### config.mk
export PLATFORM = sky130hd
export DESIGN_NAME = pipeline_packer
export DESIGN_NICKNAME = d
export VERILOG_FILES = /design/src/rtl/pipeline_pkg.sv /design/src/rtl/pipeline_beat_counter.sv /design/src/rtl/pipeline_packer.sv
export SDC_FILE = /design/constraint.sdc
export NUM_CORES = 1
export LEC_CHECK = 0
export CORE_ASPECT_RATIO = 1.25
export CORE_MARGIN = 1.5
export CORE_UTILIZATION = 30
export DETAILED_ROUTE_END_ITERATION = 12
export PLACE_DENSITY_LB_ADDON = 0.3
export SLEW_MARGIN = 20
export SYNTH_ARGS = -nofsm -noshare
export SYNTH_HDL_FRONTEND = slang
export SYNTH_SLANG_ARGS = --single-unit
### constraint.sdc
create_clock -name clock -period 2.2 [get_ports clock]
set_clock_uncertainty 0.1 [all_clocks]
set_input_delay 0.22 -clock clock [delete_from_list [all_inputs] [get_ports clock]]
set_output_delay 0.22 -clock clock [all_outputs]
set_load 0.02 [all_outputs]
### src/rtl/pipeline_pkg.sv
// rtl/pipeline_pkg.sv - shared constants and helpers for the pipeline stream blocks
package pipeline_pkg;

  localparam int DEFAULT_WIDTH = 8;
  localparam int MAX_RATIO     = 16;

  function automatic int lane_bits(input int ratio);
    return (ratio > 1) ? $clog2(ratio) : 1;
  endfunction

endpackage

### src/rtl/pipeline_beat_counter.sv
// rtl/pipeline_beat_counter.sv - wrapping 0..RATIO-1 beat counter shared by packer and unpacker
module pipeline_beat_counter
  import pipeline_pkg::*;
#(
  parameter int RATIO = 4,
  parameter int CW    = lane_bits(RATIO)
) (
  input  logic          clock,
  input  logic          reset_n,
  input  logic          inc,
  input  logic          clear,
  output logic [CW-1:0] count,
  output logic          is_last
);

  assign is_last = (count == CW'(RATIO - 1));

  always_ff @(posedge clock or negedge reset_n) begin
    if (!reset_n) begin
      count <= '0;
    end else if (clear) begin
      count <= '0;
    end else if (inc) begin
      count <= is_last ? '0 : count + 1'b1;
    end
  end

endmodule

### src/rtl/pipeline_packer.sv
// rtl/pipeline_packer.sv - WIDTH to WIDTH*RATIO stream upsizer; PIPELINE_PACKER_LAST_EN adds last/keep
module pipeline_packer
  import pipeline_pkg::*;
#(
  parameter int WIDTH = DEFAULT_WIDTH,
  parameter int RATIO = 4
) (
  input  logic                   clock,
  input  logic                   reset_n,
  input  logic [WIDTH-1:0]       up_data,
  input  logic                   up_valid,
  output logic                   up_ready,
`ifdef PIPELINE_PACKER_LAST_EN
  input  logic                   up_last,
  output logic                   down_last,
  output logic [RATIO-1:0]       down_keep,
`endif
  output logic [WIDTH*RATIO-1:0] down_data,
  output logic                   down_valid,
  input  logic                   down_ready
);

  localparam int CW = lane_bits(RATIO);

  generate
    if (RATIO < 2 || RATIO > MAX_RATIO) begin : g_bad_ratio
      $error("pipeline_packer: RATIO must be in 2..%0d", MAX_RATIO);
    end
  endgenerate

  logic [CW-1:0]          cnt;
  logic                   is_last;
  logic                   final_beat;
  logic                   accept;
  logic [WIDTH*RATIO-1:0] asm_q;
  logic [WIDTH*RATIO-1:0] word_next;

`ifdef PIPELINE_PACKER_LAST_EN
  assign final_beat = is_last | up_last;
`else
  assign final_beat = is_last;
`endif

  // Only the word-closing beat can stall, and only behind an unaccepted output word.
  assign up_ready = final_beat ? (!down_valid | down_ready) : 1'b1;
  assign accept   = up_valid & up_ready;

  pipeline_beat_counter #(.RATIO(RATIO), .CW(CW)) u_counter (
    .clock   (clock),
    .reset_n (reset_n),
    .inc     (accept & !final_beat),
    .clear   (accept & final_beat),
    .count   (cnt),
    .is_last (is_last)
  );

  // Lanes above the closing beat are zero so an early-terminated word carries no stale data.
  always_comb begin
    word_next = '0;
    for (int k = 0; k < RATIO; k++) begin
      if (k < int'(cnt)) begin
        word_next[k*WIDTH +: WIDTH] = asm_q[k*WIDTH +: WIDTH];
      end else if (k == int'(cnt)) begin
        word_next[k*WIDTH +: WIDTH] = up_data;
      end
    end
  end

  always_ff @(posedge clock or negedge reset_n) begin
    if (!reset_n) begin
      asm_q <= '0;
    end else if (accept && !final_beat) begin
      for (int k = 0; k < RATIO; k++) begin
        if (k == int'(cnt)) begin
          asm_q[k*WIDTH +: WIDTH] <= up_data;
        end
      end
    end
  end

  always_ff @(posedge clock or negedge reset_n) begin
    if (!reset_n) begin
      down_data  <= '0;
      down_valid <= 1'b0;
    end else if (accept && final_beat) begin
      down_data  <= word_next;
      down_valid <= 1'b1;
    end else if (down_valid && down_ready) begin
      down_valid <= 1'b0;
    end
  end

`ifdef PIPELINE_PACKER_LAST_EN
  always_ff @(posedge clock or negedge reset_n) begin
    if (!reset_n) begin
      down_last <= 1'b0;
      down_keep <= '0;
    end else if (accept && final_beat) begin
      down_last <= up_last;
      for (int k = 0; k < RATIO; k++) begin
        down_keep[k] <= (k <= int'(cnt));
      end
    end
  end
`endif

endmodule

# ---- Yosys cells after proc, flatten, opt, wreduce, memory -nomap -nowiden
# Index checks and enable logic that the tools add are counted.
dict set report op_classes {
  eq_ne 4
  n_bitwise 4
  magnitude_cmp 3
  n_reduce_logical 11
  mux 13
  addsub 1
}
# operator count
set ops {}
lappend ops {{2-to-1 mux 8 bit} 7}
lappend ops {{2-to-1 mux 2 bit} 3}
lappend ops {{AND reduction 2 bit} 3}
lappend ops {{equality test 2 bit (first input constant)} 2}
lappend ops {{less-than comparator 1 x 2 -> 1 bit (first input constant)} 2}
lappend ops {{nonzero test 2 bit} 2}
lappend ops {{bitwise AND 1 bit} 3}
lappend ops {{logical AND 1 bit} 3}
lappend ops {{2-to-1 mux 1 bit} 3}
lappend ops {{adder 2 x 1 -> 2 bit (second input constant)} 1}
lappend ops {{equality test 1 x 2 -> 1 bit (first input constant)} 1}
lappend ops {{equality test 2 bit (second input constant)} 1}
lappend ops {{logical NOT 1 bit} 2}
lappend ops {{logical NOT 2 bit} 1}
lappend ops {{less-than comparator 2 bit (first input constant)} 1}
lappend ops {{OR 1 bit} 1}
dict set report totals {
  output_inout_bits 34
  wordCells 42
  input_bits 12
  reg_bits 59
}

# ---- Depth between registers and ports, before layout
dict set report logic_depth {
  depth_word 7
  depth_mapped 8
}

# ---- Modules after synthesis
# A second synthesis with hierarchy kept.
dict set report unflattened {
  cells_unflattened 216
  hier_area_um2 2655.0
}
# module cells_each area_each_um2 instances
set by_module_without_submodules {}
lappend by_module_without_submodules {pipeline_packer 208 2555.0 1}
lappend by_module_without_submodules {pipeline_beat_counter 8 100.1 1}

# ---- Worst setup path after synthesis
# Ideal clock, no wire load.
dict set report synth_path {
  path_kind {register to register}
  startpoint {reg u_counter.count[1]}
  endpoint {reg down_data[0]}
  path_buffers 3
  slack_ps 288
  arrival_ps 1687
  synth_period_minus_slack_ps 1912
  path_stages_with_launch 8
  required_ps 1975
  path_cell_list {dfrtp_1 buf_2 buf_2 inv_1 ha_1 buf_2 mux2_2 mux2_2}
}
dict set report synth_via {
  elab_chain_cells 4
  word_cells_on_any_way 8
  classes_between {order compare (1); eq/ne (1); mux (3); bitwise (1); reduce/logical (2)}
}
# element line_no
set synth_rtl {}
lappend synth_rtl {{start, declared} pipeline_beat_counter.sv:12} ;# output logic [CW-1:0] count,
lappend synth_rtl {{start signal, assigned} pipeline_beat_counter.sv:24} ;# count <= is_last ? '0 : count + 1'b1;
lappend synth_rtl {{equality test 2 bit} pipeline_beat_counter.sv:16} ;# assign is_last = (count == CW'(RATIO - 1));
lappend synth_rtl {{2-to-1 mux 1 bit} pipeline_packer.sv:45} ;# assign up_ready = final_beat ? (!down_valid | down_ready) : 1'b1;
lappend synth_rtl {{bitwise AND 1 bit} pipeline_packer.sv:46} ;# assign accept = up_valid & up_ready;
lappend synth_rtl {{logical AND 1 bit} pipeline_packer.sv:85} ;# end else if (accept && final_beat) begin
lappend synth_rtl {{end signal, assigned} pipeline_packer.sv:86} ;# down_data <= word_next;
lappend synth_rtl {{end, declared} pipeline_packer.sv:18} ;# output logic [WIDTH*RATIO-1:0] down_data,
# Several ways; a longest one is shown, not always the timed one.
# A chain may end at the register's enable or synchronous reset.

# ---- Worst setup path in the final report
dict set report layout_path {
  startpoint {reg u_counter.count[1]}
  endpoint {reg down_data[21]}
}
# The elaborated chain is that of the path after synthesis.

==> flow_metrics.env <==
export IMPL_cts_tree="yes"
export IMPL_min_period_ns=1.82
export IMPL_ys_seq_elements=59
export IMPL_grt_first_pass_wirelength_mm=8.94
export IMPL_post_cts_buffers=0
export IMPL_leakagePower_nw=1.54
export IMPL_layout_area_seq_mm2=0.00148
export IMPL_clkTransAtPathRegs_ns=0.06
export IMPL_cts_buffers=9
export IMPL_endpoint_kind="register"
export IMPL_grt_pass1_vias=1713
export IMPL_synthCells=193
export IMPL_grt_max_degree=60
export IMPL_chipWidth_um=88.8
export IMPL_htree_levels=3
export IMPL_slowest_stage="ha_1"
export IMPL_nFillCells=841
export IMPL_worst_pin_slew_ns=0.359
export IMPL_p_int_mw=3.51
export IMPL_maxCapViolations=0
export IMPL_port_buffers=45
export IMPL_p_seq_frac=0.359
export IMPL_via_per_inst=4.40
export IMPL_r2r_start="u_counter.count[1]"
export IMPL_via_count=1636
export IMPL_area_growth_pct=27.4
export IMPL_finalSetupTns_ns=0
export IMPL_antenna_found_initial=0
export IMPL_ys_types=23
export IMPL_critical_path_top_delay_family="adder cells"
export IMPL_synth_area_mm2=0.00276
export IMPL_fp_dieH_um=110
export IMPL_n_antenna_cell=0
export IMPL_cp_required_ns=2.32
export IMPL_critPathLaunchType="register"
export IMPL_hpwl_mm=3.69
export IMPL_slew_headroom=0.761
export IMPL_fin_nets=264
export IMPL_dieArea_mm2=0.00979
export IMPL_core_area_mm2=0.00880
export IMPL_ys_seq_area_frac=0.535
export IMPL_switchingPower_mw=1.76
export IMPL_rr_endpoint="down_data[21]"
export IMPL_start_util=0.314
export IMPL_ios=46
export IMPL_hold_class="input pin to async pin"
export IMPL_combPwrFrac=0.476
export IMPL_critPathMaxFanout=18
export IMPL_status="completed"
export IMPL_rsz0062_at_grt="no"
export IMPL_dp_cells=355
export IMPL_grt_overflow=0
export IMPL_max_stage_delay_ns=0.40
export IMPL_clock_fmax_ghz=0.550
export IMPL_slew_viol_final=0
export IMPL_multi_input_area_mm2=0.00118
export IMPL_grt_usage=0.126
export IMPL_gp_congestion=0.738
export IMPL_cp_arrival_ns=1.94
export IMPL_r2r_slack_ns=0.38
export IMPL_power_share_clock=0.165
export IMPL_cts_root_buf="clkbuf_8"
export IMPL_syn_avg_cell_area_um2=14.3
export IMPL_final_cells=372
export IMPL_drc_errors=0
export IMPL_drive_above_1_share=0.361
export IMPL_drt_total_wl_mm=5.38
export IMPL_fp_row_count=38
export IMPL_r2r_cells=5
export IMPL_cp_buffers_inverters=1
export IMPL_clock_sinks=59
export IMPL_crit_start="u_counter.count[1]"
export IMPL_crit_type="register to register"
export IMPL_crit_chain="buf_4 -> ha_1 -> nor2b_1 -> a22o_1 -> mux2_4"
export IMPL_insertion_delay_ns=0.34
export IMPL_switching_share=0.334
export IMPL_clockBufferDepth=2
export IMPL_first_pass_iters=4
export IMPL_cp_depth=5
export IMPL_finalHoldViolCount=0
export IMPL_syn_nets=210
export IMPL_ant_nets=0
export IMPL_initialDrtViolationCount=66
export IMPL_yosys_warnings=0
export IMPL_irDropWorstVdd_mv=0.404
export IMPL_power_per_cell_area_mw_per_mm2=1500
export IMPL_worstSetupEndpoint="down_data[21]"
export IMPL_final_setup_viol_count=0
export IMPL_min_period_over_period=0.826
export IMPL_post_drt_wl_per_cell_um=14.5
-- logic make-up (layout without fill, tap and decap cells) --
| kind of cell | Yosys count | in the layout | share of synthesized area |
|---|---|---|---|
| DFF | 59 | 59 | 0.535 |
| adders and majority gates | 5 | 5 | 0.0227 |
| buffers and inverters | 11 | 70 | 0.0367 |
| AOI/OAI and AO/OA | 19 | 19 | 0.0417 |
| and+or+nand+nor | 35 | 35 | 0.0625 |
| muxes | 64 | 64 | 0.302 |
-- worst reg2reg max path, cell delays in order (launching register included) --
cell and delay (ns):
dfrtp_1 0.38, buf_4 0.22, ha_1 0.40, nor2b_1 0.15, a22o_1 0.21, mux2_4 0.25
-- worst min path at each step --
stage,endpoint,cells past startpoint,slack (ns)
finish,down_data[8],3,0.31
CTS,down_data[8],3,0.32
global placement,down_data[9],2,0.15
detailed placement,down_data[8],2,0.15
floorplan,asm_q[0],0,-0.18
global route,down_data[8],3,0.36
-- state kept, by name (all words and copies together) (netlist names) --
| signal | flops |
|---|---|
| down_valid | 1 |
| asm_q | 24 |
| u_counter.count | 2 |
| down_data | 32 |
-- Yosys cell counts (all sizes together) --
cell | number | area, µm²
ha | 5 | 62.6
dfrtp | 59 | 1480
a22o | 4 | 35.0
a31o | 1 | 8.76
nand3b | 1 | 7.51
o21ai | 12 | 60.1
a21oi | 1 | 5.00
nor2b | 2 | 20.0
inv | 2 | 7.51
clkbuf | 2 | 7.51
and2b | 1 | 8.76
a31oi | 1 | 6.26
mux2 | 64 | 833
nand2 | 29 | 119
nand2b | 1 | 13.8
nor2 | 1 | 3.75
buf | 7 | 86.3
-- layout make-up --
cell class              instances  share of cell area
clock inverters                 2             0.00284
clock buffers                  14              0.0462
inverters                       2             0.00213
repair buffers                 52               0.150
flip-flops and latches         59               0.420
well taps                     120              0.0427
multi-input cells             123               0.336
-- routing by layer --
layer | vias to the layer above | GRT usage | part of all wire | wire length, µm
li1 | 784 | - | - | -
met1 | 811 | 0.164 | 0.48 | 2560
met2 | 31 | 0.187 | 0.47 | 2530
met3 | 10 | 0.0320 | 0.033 | 176
met4 | 0 | 0.0737 | 0.022 | 119
met5 | - | 0 | 0 | 0
-- placed cells by master, fill, tap and decap left out, types with 2 or more instances in the layout --
master | synthesis | final
ha_1 | 5 | 5
clkdlybuf4s50_1 | 0 | 43
a22o_1 | 4 | 4
mux2_2 | 33 | 33
mux2_4 | 30 | 30
clkbuf_8 | 0 | 11
nand2_2 | 4 | 4
dfrtp_1 | 59 | 59
o21ai_0 | 12 | 12
nand2_1 | 25 | 25
clkinv_2 | 0 | 2
inv_1 | 2 | 2
buf_12 | 3 | 2
buf_4 | 0 | 4
clkbuf_1 | 2 | 3
-- power groups by stage --
stage	Combinational (mW)	Sequential (mW)	Clock, mW
floorplan	1.39	2.19	0
global placement	2.50	1.91	0
detailed placement	2.53	1.92	0
CTS	2.55	1.90	0.901
global route	2.72	1.97	0.953
finish	2.50	1.89	0.868
-- timing repair --
item / 4_1_cts / 5_1_grt
endpoints found under the setup margin: 0 / 1
endpoints found under the hold margin: 59 / 0
gates resized for setup: 0 / 1
hold buffers: 1 / 0
-- stage by stage --
stage                     cell area [µm²]  worst slack [ns]  hold WS (ns)   util  power (mW)
after global placement               3330             0.352         0.154  0.379        4.41
after floorplan                      2760             0.288        -0.176      -        3.58
final                                3520             0.382         0.315  0.400        5.26
after global routing                 3520             0.225         0.357  0.400        5.64
after CTS                            3520           0.00836         0.319  0.400        5.35
after detailed placement             3330             0.325         0.154  0.379        4.45
(Power assumes the default switching activity.)
